File: config.mk
export PLATFORM = sky130hd
export DESIGN_NAME = fetch_ctrl
export DESIGN_NICKNAME = d
export VERILOG_FILES = /design/src/rtl/fetch_ctrl_pkg.sv /design/src/rtl/fetch_pc_reg.sv /design/src/rtl/fetch_ctrl.sv
export SDC_FILE = /design/constraint.sdc
export NUM_CORES = 1
export LEC_CHECK = 0
export ABC_AREA = 1
export BUFFER_PORTS_ARGS = -buffer_cell sky130_fd_sc_hd__buf_2
export CORE_MARGIN = 3
export CORE_UTILIZATION = 50
export CTS_BUF_LIST = sky130_fd_sc_hd__clkbuf_16
export DETAILED_ROUTE_END_ITERATION = 10
export PLACE_DENSITY_LB_ADDON = 0.05
export SYNTH_ARGS = -nofsm -noshare
export SYNTH_HDL_FRONTEND = slang
export SYNTH_HIERARCHICAL = 1
export SYNTH_SLANG_ARGS = --single-unit
File: constraint.sdc
create_clock -name clock -period 2.8 [get_ports clock]
set_input_delay 0.14 -clock clock [delete_from_list [all_inputs] [get_ports clock]]
set_output_delay 0.14 -clock clock [all_outputs]
set_load 0.1 [all_outputs]
File: src/rtl/fetch_ctrl_pkg.sv
// fetch_ctrl_pkg
// Shared types and constants for the instruction-fetch controller.
//   fetch_state_e : controller states (HALT is reachable only when
//                   FETCH_CTRL_MISALIGN_EN is defined)
//   pc_sel_e      : program-counter update select
//   INST_BYTES    : size of one instruction word in bytes
//   XLEN_DEFAULT / RESET_PC_DEFAULT : default parameter values
package fetch_ctrl_pkg;

    localparam int XLEN_DEFAULT = 32;
    localparam logic [XLEN_DEFAULT-1:0] RESET_PC_DEFAULT = 32'h0;
    localparam int INST_BYTES = 4;

    typedef enum logic [2:0] {
        IDLE,
        REQ,
        WAIT,
        HOLD,
        HALT
    } fetch_state_e;

    typedef enum logic [1:0] {
        PC_HOLD,
        PC_INC,
        PC_LOAD
    } pc_sel_e;

endpackage

File: src/rtl/fetch_pc_reg.sv
// fetch_pc_reg
// Program-counter register with hold / increment / load-target select.
// Both adders wrap modulo 2^XLEN.
// Configuration macro: FETCH_CTRL_MISALIGN_EN
//   defined   : target loaded as computed; misaligned_o flags bits [1:0] != 0
//   undefined : target bits [1:0] forced to zero, no misaligned_o port
// Ports:
//   clock, reset          clock, asynchronous active-high reset
//   sel_i                 PC_HOLD / PC_INC / PC_LOAD
//   redirect_pc_i/imm_i   branch PC and offset forming the load target
//   misaligned_o          redirect target not word aligned (macro only)
//   pc_o                  current program counter
module fetch_pc_reg
    import fetch_ctrl_pkg::*;
#(
    parameter int              XLEN     = XLEN_DEFAULT,
    parameter logic [XLEN-1:0] RESET_PC = RESET_PC_DEFAULT
) (
    input  logic            clock,
    input  logic            reset,
    input  pc_sel_e         sel_i,
    input  logic [XLEN-1:0] redirect_pc_i,
    input  logic [XLEN-1:0] redirect_imm_i,
`ifdef FETCH_CTRL_MISALIGN_EN
    output logic            misaligned_o,
`endif
    output logic [XLEN-1:0] pc_o
);

`ifdef FETCH_CTRL_MISALIGN_EN
    localparam logic [XLEN-1:0] TARGET_MASK = '1;
`else
    localparam logic [XLEN-1:0] TARGET_MASK = ~XLEN'(INST_BYTES - 1);
`endif

    logic [XLEN-1:0] target;
    logic [XLEN-1:0] pc_d;
    logic [XLEN-1:0] pc_q;

    // Sum is truncated to XLEN bits, so the carry out is dropped (wrap).
    assign target = (redirect_pc_i + redirect_imm_i) & TARGET_MASK;

`ifdef FETCH_CTRL_MISALIGN_EN
    assign misaligned_o = (target[1:0] != 2'b00);
`endif

    always_comb begin
        pc_d = pc_q;
        unique case (sel_i)
            PC_INC:  pc_d = pc_q + XLEN'(INST_BYTES);
            PC_LOAD: pc_d = target;
            default: pc_d = pc_q;
        endcase
    end

    // NOTE: sequential state uses non-blocking assignments so every flop
    // samples pre-edge values regardless of process ordering.
    always_ff @(posedge clock or posedge reset) begin
        if (reset) begin
            pc_q <= RESET_PC;
        end else begin
            pc_q <= pc_d;
        end
    end

    assign pc_o = pc_q;

endmodule

File: src/rtl/fetch_ctrl.sv
// fetch_ctrl
// Instruction-fetch sequencing controller. Issues one memory request at a
// time, buffers the returned instruction for decode and applies branch
// redirects, discarding responses that belong to a squashed request.
// Configuration macro: FETCH_CTRL_MISALIGN_EN (misaligned redirect -> HALT).
// Ports:
//   clock, reset                 clock, asynchronous active-high reset
//   io_imem_req_*                request handshake and address (= pc)
//   io_imem_resp_*               response valid and instruction word
//   io_inst_valid/ready, io_inst, io_inst_pc   buffered instruction to decode
//   io_redirect_valid/pc/imm     taken branch; target = pc + imm
//   io_exc_misaligned            in HALT after a misaligned redirect
// Every output comes from a register or from the registered state.
module fetch_ctrl
    import fetch_ctrl_pkg::*;
#(
    parameter int              XLEN     = XLEN_DEFAULT,
    parameter logic [XLEN-1:0] RESET_PC = RESET_PC_DEFAULT
) (
    input  logic            clock,
    input  logic            reset,
    output logic            io_imem_req_valid,
    input  logic            io_imem_req_ready,
    output logic [XLEN-1:0] io_imem_req_addr,
    input  logic            io_imem_resp_valid,
    input  logic [XLEN-1:0] io_imem_resp_data,
    output logic            io_inst_valid,
    input  logic            io_inst_ready,
    output logic [XLEN-1:0] io_inst,
    output logic [XLEN-1:0] io_inst_pc,
    input  logic            io_redirect_valid,
    input  logic [XLEN-1:0] io_redirect_pc,
    input  logic [XLEN-1:0] io_redirect_imm,
    output logic            io_exc_misaligned
);

    fetch_state_e    state_d, state_q;
    logic            kill_d, kill_q;
    logic [XLEN-1:0] inst_d, inst_q;
    logic [XLEN-1:0] inst_pc_d, inst_pc_q;
    pc_sel_e         pc_sel;
    logic [XLEN-1:0] pc;
    logic            redirect_misaligned;

    fetch_pc_reg #(
        .XLEN     (XLEN),
        .RESET_PC (RESET_PC)
    ) u_pc_reg (
        .clock          (clock),
        .reset          (reset),
        .sel_i          (pc_sel),
        .redirect_pc_i  (io_redirect_pc),
        .redirect_imm_i (io_redirect_imm),
`ifdef FETCH_CTRL_MISALIGN_EN
        .misaligned_o   (redirect_misaligned),
`endif
        .pc_o           (pc)
    );

`ifndef FETCH_CTRL_MISALIGN_EN
    assign redirect_misaligned = 1'b0;
`endif

    // NOTE: every variable written here gets a default first, so no path
    // leaves one unassigned and no latch is inferred.
    always_comb begin
        state_d   = state_q;
        kill_d    = kill_q;
        inst_d    = inst_q;
        inst_pc_d = inst_pc_q;
        pc_sel    = PC_HOLD;

        unique case (state_q)
            IDLE: state_d = REQ;
            REQ: begin
                if (io_imem_req_ready) begin
                    state_d = WAIT;
                    // Old-address request already accepted: squash its response.
                    kill_d  = io_redirect_valid;
                end
            end
            WAIT: begin
                if (io_redirect_valid) begin
                    // A same-cycle response is stale; otherwise wait and drop it.
                    if (io_imem_resp_valid) begin
                        state_d = REQ;
                        kill_d  = 1'b0;
                    end else begin
                        kill_d  = 1'b1;
                    end
                end else if (io_imem_resp_valid) begin
                    if (kill_q) begin
                        kill_d  = 1'b0;
                        state_d = REQ;
                    end else begin
                        inst_d    = io_imem_resp_data;
                        inst_pc_d = pc;
                        pc_sel    = PC_INC;
                        state_d   = HOLD;
                    end
                end
            end
            HOLD: begin
                if (io_inst_ready || io_redirect_valid) begin
                    state_d = REQ;
                end
            end
            HALT: state_d = HALT;
            default: state_d = IDLE;
        endcase

        // Redirect overrides the pc update in every live state.
        if (io_redirect_valid && (state_q != HALT)) begin
            if (redirect_misaligned) begin
                state_d = HALT;
                kill_d  = 1'b0;
                pc_sel  = PC_HOLD;
            end else begin
                pc_sel  = PC_LOAD;
            end
        end
    end

    always_ff @(posedge clock or posedge reset) begin
        if (reset) begin
            state_q   <= IDLE;
            kill_q    <= 1'b0;
            inst_q    <= '0;
            inst_pc_q <= '0;
        end else begin
            state_q   <= state_d;
            kill_q    <= kill_d;
            inst_q    <= inst_d;
            inst_pc_q <= inst_pc_d;
        end
    end

    assign io_imem_req_valid = (state_q == REQ);
    assign io_imem_req_addr  = pc;
    assign io_inst_valid     = (state_q == HOLD);
    assign io_inst           = inst_q;
    assign io_inst_pc        = inst_pc_q;

`ifdef FETCH_CTRL_MISALIGN_EN
    assign io_exc_misaligned = (state_q == HALT);
`else
    assign io_exc_misaligned = 1'b0;
`endif

endmodule

**Yosys cells after proc, flatten, opt, wreduce, memory -nomap -nowiden**

Cells that the tools add are included.

- Register bits: 100
- Output and inout bits: 99
- Logic and storage cells: 46

- $add $sub $neg: 2
- Equality and inequality tests: 11
- Multiplexer cells: 18
- Bitwise logic cells: 2
- Reductions and logical operators: 8

Operator list:

| kind | number |
|---|---|
| one-hot mux 32 bit (2 select lines) | 1 |
| adder 32 x 3 -> 32 bit, second input constant | 1 |
| adder 32 bit | 1 |
| two-way mux 3 bit | 5 |
| one-hot mux 3 bit (5 select lines) | 1 |
| two-way mux 1 bit | 8 |
| == test 3 x 2 -> 1 bit, second input constant | 2 |
| inequality test 3 bit, second input constant | 2 |
| AND reduction 3 bit | 2 |
| two-way mux 2 bit | 2 |
| inequality test 2 x 1 -> 1 bit, second input constant | 2 |
| AND reduction 4 bit | 1 |
| nonzero test 2 bit | 2 |
| == test 3 x 1 -> 1 bit, second input constant | 1 |
| == test 3 bit, second input constant | 1 |
| zero test 3 bit | 1 |
| == test 2 x 1 -> 1 bit, second input constant | 1 |
| == test 2 bit, second input constant | 1 |
| inequality test 2 bit, second input constant | 1 |
| NOT 1 bit | 2 |
| one-hot mux 1 bit (2 select lines) | 1 |
| logical AND 1 bit | 1 |
| logical OR 1 bit | 1 |

**Longest topological paths before layout**

Gate-level depths: netlist of run 1.

- Depth after elaboration: 7
- Gate-level depth with buffers: 16

**Modules after synthesis**

The synthesis of run 1 kept the hierarchy.

Modules (own cells, without submodules):

| module | instances | cells an instance | area an instance (µm²) |
|---|---|---|---|
| fetch_pc_reg | 1 | 798 | 4,628.2 |
| fetch_ctrl | 1 | 317 | 2,731.4 |

**Least setup slack after synthesis of run 1**

No wires, ideal clock.

- Kind: reg2reg
- From: register u_pc_reg.pc_q[2] (netlist: u_pc_reg/pc_o[2])
- To: register u_pc_reg.pc_q[18] (netlist: u_pc_reg/pc_o[18])
- Setup time: 0.143 ns
- Data arrival time: 2.214 ns
- Required time: 2.657 ns
- Setup slack: 0.444 ns
- Stages on the path, launching flop included: 10
- Buffers on the path: 0
- Clock period less this slack: 2.356 ns
- Cells stage by stage: dfrtp_1 > ha_1 > nand2_1 > nor2_4 > nand2_2 > nor2_4 > nand3_2 > xor2_1 > a21oi_1 > a22oi_1

- Word-level cells in the longest chain between the ends: 2

Ends and longest elaborated chain:

| item | RTL line | RTL |
|---|---|---|
| start: declaration | fetch_pc_reg.sv:38 | `logic [XLEN-1:0] pc_q;` |
| start signal: assignment | fetch_pc_reg.sv:62 | `pc_q <= pc_d;` |
| adder 32 x 3 -> 32 bit | fetch_pc_reg.sv:50 | `PC_INC: pc_d = pc_q + XLEN'(INST_BYTES);` |
| one-hot mux 32 bit (2 select lines) | fetch_pc_reg.sv:49 | `unique case (sel_i)` |

Every way passes these cells.
A chain may end at the register's enable or synchronous reset.

**Final worst setup path of run 1**

- From: register state_q[0]
- To: register u_pc_reg.pc_q[15] (netlist: u_pc_reg/pc_o[15])

- Word-level cells in the longest chain between the ends: 5
- Elaborated cells between the ends (all ways): 9
- Classes of those cells: 4 x eq/ne; 3 x mux; 2 x reduce/logical

Ends and longest elaborated chain:

| item | RTL line | RTL |
|---|---|---|
| start: declaration | fetch_ctrl.sv:37 | `fetch_state_e state_d, state_q;` |
| start signal: assignment | fetch_ctrl.sv:131 | `state_q <= state_d;` |
| == test 3 x 2 -> 1 bit or inequality test 3 bit (tied branches) | fetch_ctrl.sv:73, fetch_ctrl.sv:113 |  |
| two-way mux 1 bit or logical AND 1 bit (tied branches) | fetch_ctrl.sv:73, fetch_ctrl.sv:113 |  |
| two-way mux 2 bit * | fetch_ctrl.sv:113 | `if (io_redirect_valid && (state_q != HALT)) begin` |
| == test 2 bit or == test 2 x 1 -> 1 bit (tied branches) | fetch_pc_reg.sv:49 |  |
| one-hot mux 32 bit (2 select lines) or nonzero test 2 bit (tied branches) | -- |  |

Every way passes the cells marked *; elsewhere a longest branch is shown, timed or not.

==> results by group, run 1 <==
Cells and area
  – Commonest non-fill, non-tap cells in the layout: nand2_1 (467), buf_2 (197), inv_1 (127)
  – Diodes inserted: 0
  – Final Util: 0.629
  – Layout Nets: 1457
  – Area Overhead vs Synth: 20.9%
  – Commonest non-fill, non-tap cell in the layout: nand2_1
  – Share of cells above drive strength 1: 0.221

Floorplan
  – FP Rows: 43
  – Core ar.: 14100 um^2
  – Die H: between 100 and 150 um
  – IO Count: 201
  – Die X: around 130 um
  – Initial Util: 0.520
  – Die area: 16200 um^2

Routing
  – DRT Pass-1 Iters: 6
  – Via/cell ratio: 5.00
  – Detailed Route Iter0 Violations: 385
  – DRC Markers: 0
  – Final WL: 20100 um
  – DR vias: 7533
  – Antenna Nets Post-Route: 0
  – Wire per inst: 13.3 um

STA
  – Slew @ Worst Pin: about 750 ps
  – Fin. Hold Viols: 0
  – Fmax: approximately 460 MHz
  – Final setup viols: 0
  – Max transition margin: 0.500
  – Setup TNS Final: 0 ps
  – RSZ-0062 raised after global routing: false
  – Crit share post-route: 0.774
  – Final min period: ~2200 ps
  – Max-slew violations: 0
  – Worst Skew: 3.30 ps

Synthesis
  – Ranking of synthesized cells by area: dfrtp_1 (33%), nand2_1 (24%), inv_1 (6.5%), ha_1 (5.4%), nor2_1 (4.4%)
  – #FFs+latches synth: between 90 and 100
  – Synthesized cell area: 7360 um^2
  – Area share of the leading cell type in the synthesized netlist: 0.333
  – Yosys warns: 6
  – Post-Syn Area per Cell: 6.60 um^2
  – Mapped Cells: around 1100
  – Synth cell types: slightly above 40
  – Register area share after synthesis: 0.333
  – Yosys top cell by area: dfrtp_1

Global route
  – GRT Util Overall: 0.242
  – Vias in the first global route: between 6000 and 7000
  – First-pass GRT wire length: 32100 um
  – Global route overflow: 0
  – Initial antenna violation count: 0
  – Largest net degree at the start of global routing: 65

Pwr
  – Internal Power: 3.81 mW
  – Maximum vdd drop: 0.000664 V
  – Leak: 5.10 nW
  – P_sw: roughly 6.9 mW
  – Pwr/cell area: 1200 nW/um^2
  – Power share of the combinational group: 0.653
  – Power Total: 10.7 mW
  – Switching share of total power: 0.645
  – Clock power frac: 0.113
  – Part of the power in registers: 0.234

Worst setup path
  – WP data arrival: 2430 ps
  – Worst EP required: around 3100 ps
  – CP Class: flip-flop to flip-flop
  – R2r setup slk: roughly 630 ps
  – Peak fanout along the critical path: 23
  – Buf/Inv on CP: 5
  – Reg2reg end: u_pc_reg/pc_o[15]
  – Cell breakdown of the critical path: inv_2 > nand3_2 > nor2_1 > nand2_2 > inv_2 > inv_1 > ha_1 > inv_1 > buf_4 > o21ai_0 > o21ai_0
  – Critical path's slowest cell: dfrtp_1
  – Worst r2r src: state_q[0]
  – Critical Path Sink Type: flip-flop
  – FF-to-FF path depth: 11
  – Worst setup SP type: flip-flop
  – Slowest cell delay on critical path: 430 ps
  – Family with the most delay on the worst path: buffers and inverters

Clocking
  – Clk_lat worst skew: 340 ps
  – Max H-tree Level: 3
  – CTS max path bufs: 2
  – Num CTS Buffers: 9
  – Clock-pin slew on the worst setup and hold paths: 70 ps
  – CTS tree: yes
  – CTS sink count: 98
  – Root Driver: clkbuf_16

Place
  – Port-buffer cells: 197
  – Hpwl dp: 15500 um
  – GPL Wtd Cong: 0.899

Min path
  – Worst hold path stage count: 3
  – Hold WC Path Type: input pin to flip-flop
  – Worst Hold Path EP: io_inst[24]
  – Worst hold start: io_imem_resp_data[24]

Flow run
  – Max-Cap Viols: 0

Outcome
  – Status: complete, no violations
flip-flops by register name, summed over array words and instances (netlist names):
register and cells:
io_inst_pc 32, io_inst 32, state_q 3, kill_q 1
u_pc_reg/pc_o 30
power groups by stage:
stage | clock (mW) | combinational (mW) | sequential [mW]
after CTS | 1.24 | 7.01 | 2.50
final | 1.21 | 6.99 | 2.51
after global routing | 1.31 | 7.34 | 2.59
after global placement | 0 | 6.94 | 2.50
after floorplan | 0 | 1.64 | 6.66
after detailed placement | 0 | 6.97 | 2.53
synth_stat cells, drive strengths merged:
master,count
nand2,487
inv,140
dfrtp,98
nor2,98
a21oi,69
nand3,48
ha,32
o21ai,27
nor3,24
buf,22
nand3b,13
xor2,12
clkbuf,7
nand4,6
a22oi,5
a31oi,5
o21bai,5
xnor2,4
a21o,2
and3,2
conb,2
a211oi,1
a21boi,1
clkinv,1
nor4,1
o21a,1
o22ai,1
or2,1
per-layer routing:
| layer | up-vias | routed length, um | share of wire | track usage |
|---|---|---|---|---|
| met5 | - | 0 | 0 | 0 |
| met1 | 3332 | 9180 | 0.46 | 0.340 |
| met3 | 13 | 1280 | 0.064 | 0.0276 |
| met2 | 286 | 9430 | 0.47 | 0.403 |
| met4 | 0 | 183 | 0.0091 | 0.0530 |
| li1 | 3902 | - | - | - |
cell families after synthesis:
family,count (synthesis),synth area share
fa+ha+maj,32,0.0544
flops,98,0.333
other cells,2,0.00102
xor+xnor,16,0.0190
simple gates,680,0.400
compound gates,117,0.0893
buf+inv,170,0.103
worst max path at each step:
stage / startpoint / to / slack, ps / cells past startpoint
floorplan: u_pc_reg/pc_o[2] / u_pc_reg/pc_o[18] / 440 / 9
global placement: state_q[2] / u_pc_reg/pc_o[15] / 750 / 11
detailed placement: state_q[0] / u_pc_reg/pc_o[15] / 690 / 11
CTS: state_q[0] / u_pc_reg/pc_o[15] / 660 / 11
global route: state_q[2] / u_pc_reg/pc_o[15] / 470 / 11
finish: state_q[0] / u_pc_reg/pc_o[15] / 630 / 11
cell type report:
cell class	count	area [um^2]
fill	1411	5250
multi-input combinational	848	4160
sequential	98	2450
timing repair buffer	225	1240
inverter	141	529
clock buffer	9	225
tap	180	225
clock inverter	7	68.8
stage by stage:
step | cells | cell area [um^2] | worst slack [ps] | hold WS, ps
floorplan | 1116 | 7360 | 444 | 231
global placement | 1473 | 8420 | 755 | 261
detailed placement | 1473 | 8420 | 687 | 269
CTS | 1505 | 8870 | 661 | 0.0488
global route | 1508 | 8900 | 466 | 1.16
finish | 1508 | 8900 | 634 | 4.62
timing repair:
action / in CTS / in global routing
setup buffers: 0 / 0
setup endpoints to repair: 0 / 0
gates resized for setup: 0 / 0
hold buffers: 16 / 3
hold endpoints to repair: 80 / 3
tightest hold or removal path: cells and delay by family:
kind | cells | cell delay (ps)
and+or+nand+nor | 2 | 90
buffers and inverters | 1 | 80
Power figures use the tool's default switching activity.
==> run 2, diff against run 1 <==
Clock period 2.8 ns to 2 ns, I/O delays scaled along.
==> run 2 against run 1 <==
Non-clock buffer count is 19 higher. Critical path type unchanged. First-iteration DRC count rose by 34%. Die area stayed put. Register-to-register slack got worse by 420 ps. Highest routed layer unchanged. Wire length increased by 3.0%. Combinational power increased by 42%. Clock power up 28%. Core utilization rose by 2.0 points. Sequential power up 42%.
==> results by group, run 2 (synthesized netlist as in run 1, its figures left out) <==
Outcome
  – Status: complete, no violations

Worst setup path
  – WP data arrival: 2050 ps (-380 ps)
  – FF-to-FF path depth: 8 (-3)
  – CP Class: flip-flop to flip-flop
  – Worst EP required: 2260 ps (-800 ps)
  – Worst r2r src: u_pc_reg/pc_o[3]
  – Peak fanout along the critical path: 5 (-78%)
  – Reg2reg end: u_pc_reg/pc_o[24]
  – Critical path's slowest cell: dfrtp_2
  – R2r setup slk: 220 ps (-420 ps)
  – Critical Path Sink Type: flip-flop
  – Slowest cell delay on critical path: 400 ps (-30 ps)
  – Worst setup path startpoint: u_pc_reg/pc_o[3]
  – Cell breakdown of the critical path: ha_1 > nand2_1 > nor2_4 > nand2_2 > nor3_2 > xor2_1 > a21oi_1 > a21oi_2
  – Setup crit end: u_pc_reg/pc_o[24]
  – Worst setup SP type: flip-flop

Global route
  – Met3 Track Usage GR: 0.0305 (+0.00293)
  – GRT Util Overall: 0.251 (+0.00929)
  – GRT busiest layer: met2
  – First-pass GRT wire length: 33300 um (+3.6%)
  – Vias in the first global route: 6851 (+5.4%)
  – Largest net degree at the start of global routing: 65 (unchanged)
  – Met1 Resource Use GR: 0.348 (+0.00845)
  – Met2 Use GR: 0.412 (+0.00898)
  – Initial antenna violation count: 0 (unchanged)
  – Global route overflow: 0 (unchanged)

Clocking
  – Clk_lat worst skew: 340 ps (about the same)
  – CTS max path bufs: 2 (unchanged)
  – Root Driver: clkbuf_16
  – CTS sink count: 98 (unchanged)
  – Num CTS Buffers: 9 (unchanged)
  – Post-CTS Setup Bufs: 0 (unchanged)
  – Max H-tree Level: 3 (unchanged)
  – CTS tree: yes
  – Clock-pin slew on the worst setup and hold paths: 70 ps (about the same)

Pwr
  – Clock power frac: 0.103 (-0.010)
  – Switching share of total power: 0.646 (+0.00187)
  – Power share of the combinational group: 0.660 (+0.007)
  – Pwr/cell area: 1640 nW/um^2 (+36%)
  – Internal Power: 5.32 mW (+40%)
  – Maximum vdd drop: 0.000969 V (+46%)
  – P_sw: 9.72 mW (+41%)
  – Power Total: 15.0 mW (+40%)
  – Leak: 5.18 nW (+1.5%)
  – Part of the power in registers: 0.237 (+0.003)

STA
  – RSZ-0062 raised after global routing: false
  – Worst Skew: 6.02 ps (+2.72 ps)
  – Max transition margin: 0.552 (+0.0525)
  – Crit share post-route: 0.892 (+0.118)
  – Fin. Hold Viols: 0 (unchanged)
  – Final setup viols: 0 (unchanged)
  – Slew @ Worst Pin: 671 ps (-77.7 ps)
  – Max-slew violations: 0 (unchanged)
  – Final min period: 1780 ps (-383 ps)
  – Setup ws final: 217 ps (-417 ps)
  – Fmax: 561 MHz (+21%)

Routing
  – DRT Pass-1 Iters: 5 (-1)
  – Via/cell ratio: 4.99 (-0.13%)
  – DR vias: 7618 (+1.1%)
  – Antenna Nets Post-Route: 0 (unchanged)
  – DRC Markers: 0 (unchanged)
  – Detailed Route Iter0 Violations: 514 (+34%)
  – Wire per inst: 13.5 um (+1.7%)
  – Final WL: 20700 um (+3.0%)

Floorplan
  – FP Rows: 43 (unchanged)
  – Initial Util: 0.520 (unchanged)
  – IO Count: 201 (unchanged)
  – Core ar.: 14100 um^2 (unchanged)
  – Die H: 127 um (unchanged)
  – Die area: 16200 um^2 (unchanged)
  – Die X: 127 um (unchanged)

Cells and area
  – Multi-input combinational cell area: 4180 um^2 (+0.66%)
  – Commonest non-fill, non-tap cell in the layout: nand2_1
  – Fillers: 1373 (-2.7%)
  – Layout Nets: 1476 (+1.3%)
  – Final Util: 0.649 (+0.0198)
  – Area Overhead vs Synth: 24.7%
  – Diodes inserted: 0 (unchanged)
  – Commonest non-fill, non-tap cells in the layout: nand2_1 (467), buf_2 (197), inv_1 (127)
  – Share of cells above drive strength 1: 0.246 (+0.0251)
  – Register area: 2490 um^2 (+1.4%)

Place
  – Hpwl dp: 15600 um (+0.85%)
  – GPL Wtd Cong: 0.887 (-1.3%)
  – Port-buffer cells: 197 (unchanged)
  – Post-Place Setup Slack: 44.1 ps (-643 ps)

Min path
  – Hold WC Path Type: input pin to flip-flop

Flow run
  – Max-Cap Viols: 0 (unchanged)
-- run 2: final cells by class --
type,count,share of cell area
multi-input cells,848,0.456
well taps,180,0.0245
repair buffers,244,0.162
flip-flops and latches,98,0.271
clock inverters,7,0.00409
clock buffers,9,0.0245
inverters,141,0.0581
-- run 2: layer usage --
| metal | up-vias | share of wire | routed length [um] |
|---|---|---|---|
| li1 | 3933 | - | - |
| met1 | 3403 | 0.46 | 9460 |
| met2 | 250 | 0.47 | 9690 |
| met3 | 32 | 0.054 | 1110 |
| met4 | 0 | 0.019 | 401 |
| met5 | - | 0 | 0 |
-- run 2: stage by stage --
| stage | cells | hold slack (ps) | cell area, um^2 | TNS [ps] |
|---|---|---|---|---|
| 3_3_place_gp | 1478 | 229 | 8540 | 0 |
| 2_1_floorplan | 1116 | 189 | 7400 | -1.45 |
| 3_5_place_dp | 1478 | 220 | 8540 | 0 |
| 6_report | 1527 | 13.5 | 9180 | 0 |
| 5_1_grt | 1527 | 4.15 | 9180 | 0 |
| 4_1_cts | 1526 | 7.63 | 9120 | 0 |
-- run 2: power by group through the flow --
stage,Combinational [mW],Sequential (mW),Clock [mW]
3_5_place_dp,9.84,3.58,0
3_3_place_gp,9.80,3.53,0
5_1_grt,10.4,3.68,1.65
6_report,9.93,3.56,1.55
2_1_floorplan,2.30,9.36,0
4_1_cts,9.91,3.55,1.57
-- run 2: repair_timing --
item	CTS	global route
setup endpoints to repair	0	29
hold endpoints to repair	89	0
hold buffers	32	0
resized for setup	0	9
-- run 2: worst max-delay path: cells and delay by family (launching register included) --
kind / cells / cell delay, ps
simple gates: 4 / 630
flops: 1 / 400
compound gates: 2 / 260
xor+xnor: 1 / 230
fa+ha+maj: 1 / 190
-- run 2: worst min-delay path by stage --
stage	startpoint	end	slack (ps)	cells after the start
finish	io_imem_resp_data[28]	io_inst[28]	10	3
global route	io_imem_resp_data[28]	io_inst[28]	4	3
CTS	io_imem_resp_data[28]	io_inst[28]	8	3
detailed placement	reset	io_inst[6]	220	2
global placement	reset	u_pc_reg/pc_o[30]	230	3
floorplan	reset	u_pc_reg/pc_o[28]	190	1
==> run 3, diff against run 2 <==
--- a/constraint.sdc
+++ b/constraint.sdc
@@ -3,2 +3,2 @@
 set_output_delay 0.1 -clock clock [all_outputs]
-set_load 0.1 [all_outputs]
+set_load 0.005 [all_outputs]
==> run 3 against run 2 <==
Largest cell class unchanged. Sequential share of layout area fell by 0.28 points. Combinational power shrank 62%. Largest power group unchanged. First-iteration DRC count is 14% lower. Final cell count stayed put. Via count is 0.54% lower. Die area stayed put. Flip-flop and latch count unchanged. Sequential power fell by 2%. Power fell by 40%. Clock skew rose by 1.8 ps.
==> results by group, run 3 (synthesized netlist as in run 1, its figures left out) <==
Cells and area
  – Fillers: 1314 (-4.3%)
  – Fin area: 9150 um^2 (-0.33%)
  – Layout Nets: 1478 (+0.14%)
  – Register area: 2450 um^2 (-1.4%)
  – Commonest non-fill, non-tap cells in the layout: nand2_1 (467), buf_2 (197), inv_1 (128)
  – Diodes inserted: 0 (unchanged)
  – Commonest non-fill, non-tap cell in the layout: nand2_1
  – Share of cells above drive strength 1: 0.223 (-0.0223)
  – Final Util: 0.647 (-0.00212)
  – Area Overhead vs Synth: 24.3%
  – Multi-input combinational cell area: 4170 um^2 (-0.42%)

Routing
  – DR vias: 7577 (-0.54%)
  – DRT Pass-1 Iters: 5 (unchanged)
  – Final WL: 20400 um (-1.2%)
  – Via/cell ratio: 4.96 (-0.54%)
  – Wire length on met2: 9810 um (+1.2%)
  – Met3 routed WL: 1220 um (+9.7%)
  – Antenna Nets Post-Route: 0 (unchanged)
  – Detailed Route Iter0 Violations: 444 (-14%)
  – DRC Markers: 0 (unchanged)
  – WL met1: 9190 um (-2.9%)
  – Wire per inst: 13.4 um (-1.2%)
  – Top sig layer: met4

Floorplan
  – Die area: 16200 um^2 (unchanged)
  – FP Rows: 43 (unchanged)
  – IO Count: 201 (unchanged)
  – Core ar.: 14100 um^2 (unchanged)
  – Initial Util: 0.520 (unchanged)
  – Die H: 127 um (unchanged)
  – Die X: 127 um (unchanged)

Place
  – Port-buffer cells: 197 (unchanged)
  – Hpwl dp: 15600 um (-0.45%)
  – GPL Wtd Cong: 0.889 (+0.26%)
  – Placed inst area: 8510 um^2 (-0.38%)

Worst setup path
  – Worst setup path startpoint: state_q[2]
  – Buf/Inv on CP: 5 (+5)
  – FF-to-FF path depth: 11 (+3)
  – Critical Path Sink Type: flip-flop
  – WP data arrival: 2090 ps (+40 ps)
  – Worst setup SP type: flip-flop
  – Reg2reg end: u_pc_reg/pc_o[4]
  – Worst r2r src: state_q[2]
  – Family with the most delay on the worst path: buffers and inverters
  – Slowest cell delay on critical path: 390 ps (about the same)
  – Cell breakdown of the critical path: inv_2 > nand3_2 > nor2_2 > nand2_2 > inv_2 > inv_1 > ha_2 > inv_1 > buf_4 > o21ai_0 > a22oi_1
  – Peak fanout along the critical path: 7 (+2)
  – CP Class: flip-flop to flip-flop
  – Worst EP required: 2250 ps (about the same)
  – Critical path's slowest cell: dfrtp_1
  – Stages on worst setup path: 11 (+3)
  – Setup crit end: u_pc_reg/pc_o[4]
  – R2r setup slk: 160 ps (-60 ps)

STA
  – Max transition margin: 0.559 (+0.00664)
  – Max-slew violations: 0 (unchanged)
  – Fin. Hold Viols: 0 (unchanged)
  – Setup TNS Final: 0 ps (unchanged)
  – Final min period: 1840 ps (+56.0 ps)
  – RSZ-0062 raised after global routing: false
  – Crit share post-route: 0.920 (+0.0280)
  – Worst Skew: 7.86 ps (+1.85 ps)
  – Final setup viols: 0 (unchanged)
  – Hold slack: 78.4 ps (+64.9 ps)
  – Fmax: 544 MHz (-3.0%)
  – Slew @ Worst Pin: 662 ps (-9.96 ps)

Clocking
  – CTS max path bufs: 2 (unchanged)
  – Max H-tree Level: 3 (unchanged)
  – CTS sink count: 98 (unchanged)
  – Clk_lat worst skew: 340 ps (about the same)
  – Clock-pin slew on the worst setup and hold paths: 60 ps (about the same)
  – Root Driver: clkbuf_16
  – Post-CTS Setup Bufs: 0 (unchanged)
  – Num CTS Buffers: 9 (unchanged)
  – CTS tree: yes

Global route
  – GRT Util Overall: 0.254 (+0.00330)
  – Global route overflow: 0 (unchanged)
  – First-pass GRT wire length: 34100 um (+2.3%)
  – Vias in the first global route: 7070 (+3.2%)
  – Initial antenna violation count: 0 (unchanged)
  – Largest net degree at the start of global routing: 65 (unchanged)

Pwr
  – Leak: 5.22 nW (+0.80%)
  – Pwr/cell area: 989 nW/um^2 (-40%)
  – Maximum vdd drop: 0.000420 V (-57%)
  – Power Total: 9.05 mW (-40%)

Flow run
  – Max-Cap Viols: 0 (unchanged)

Outcome
  – Status: complete, no violations

Min path
  – Hold WC Path Type: input pin to flip-flop
  – Worst hold path stage count: 4 (+1)
==> run 3: changes by cell type in the layout (fill, tap and decap cells not counted), sizes merged <==
cell         delta
clkinvlp        -1
buf             +2
dlygate4sd3     +1
inv             +1
clkinv          -4
clkbuf          -1
bufinv          +2
==> run 3: worst register-to-register path, delay by kind of cell (launching register included) <==
| family | cells | cell delay (ps) |
|---|---|---|
| AOI/OAI and AO/OA | 2 | 260 |
| buffers and inverters | 5 | 470 |
| adders and majority gates | 1 | 290 |
| and+or+nand+nor | 3 | 340 |
| DFF | 1 | 390 |
==> run 3: where the power goes <==
group | total (mW) | internal (mW) | switching, mW
registers | 3.50 | 2.81 | 0.689
logic | 3.78 | 1.62 | 2.16
clock network | 1.77 | 1.07 | 0.696
total | 9.05 | 5.50 | 3.55
==> run 3: area by class of cell <==
class	instances	share of cell area
multi-input combinational	848	0.455
inverter	141	0.0581
clock inverter	5	0.00793
clock buffer	9	0.0246
sequential	98	0.268
timing repair buffer	246	0.161
tap	180	0.0246
==> run 3: per-layer routing <==
metal / global-route usage / up-vias
li1: - / 3935
met1: 0.348 / 3387
met2: 0.437 / 240
met3: 0.0322 / 15
met4: 0.0473 / 0
met5: 0 / -
==> run 3: per-stage QoR <==
| stage | worst slack (ps) | cells |
|---|---|---|
| 4_1_cts | 53.4 | 1527 |
| 5_1_grt | 3.76 | 1527 |
| 6_report | 161 | 1527 |
| 2_1_floorplan | 21.0 | 1116 |
| 3_3_place_gp | 143 | 1480 |
| 3_5_place_dp | 67.2 | 1480 |
==> run 3: timing repair <==
item / 4_1_cts / 5_1_grt
setup endpoints to repair: 0 / 22
hold endpoints to repair: 79 / 0
hold buffers: 33 / 0
resized for setup: 0 / 6
==> run 3: worst min-delay path by stage <==
stage | to | startpoint
global route | state_q[0] | io_inst_ready
global placement | io_inst_pc[25] | reset
finish | state_q[0] | io_inst_ready
detailed placement | io_inst_pc[25] | reset
CTS | state_q[0] | io_inst_ready
floorplan | u_pc_reg/pc_o[10] | reset
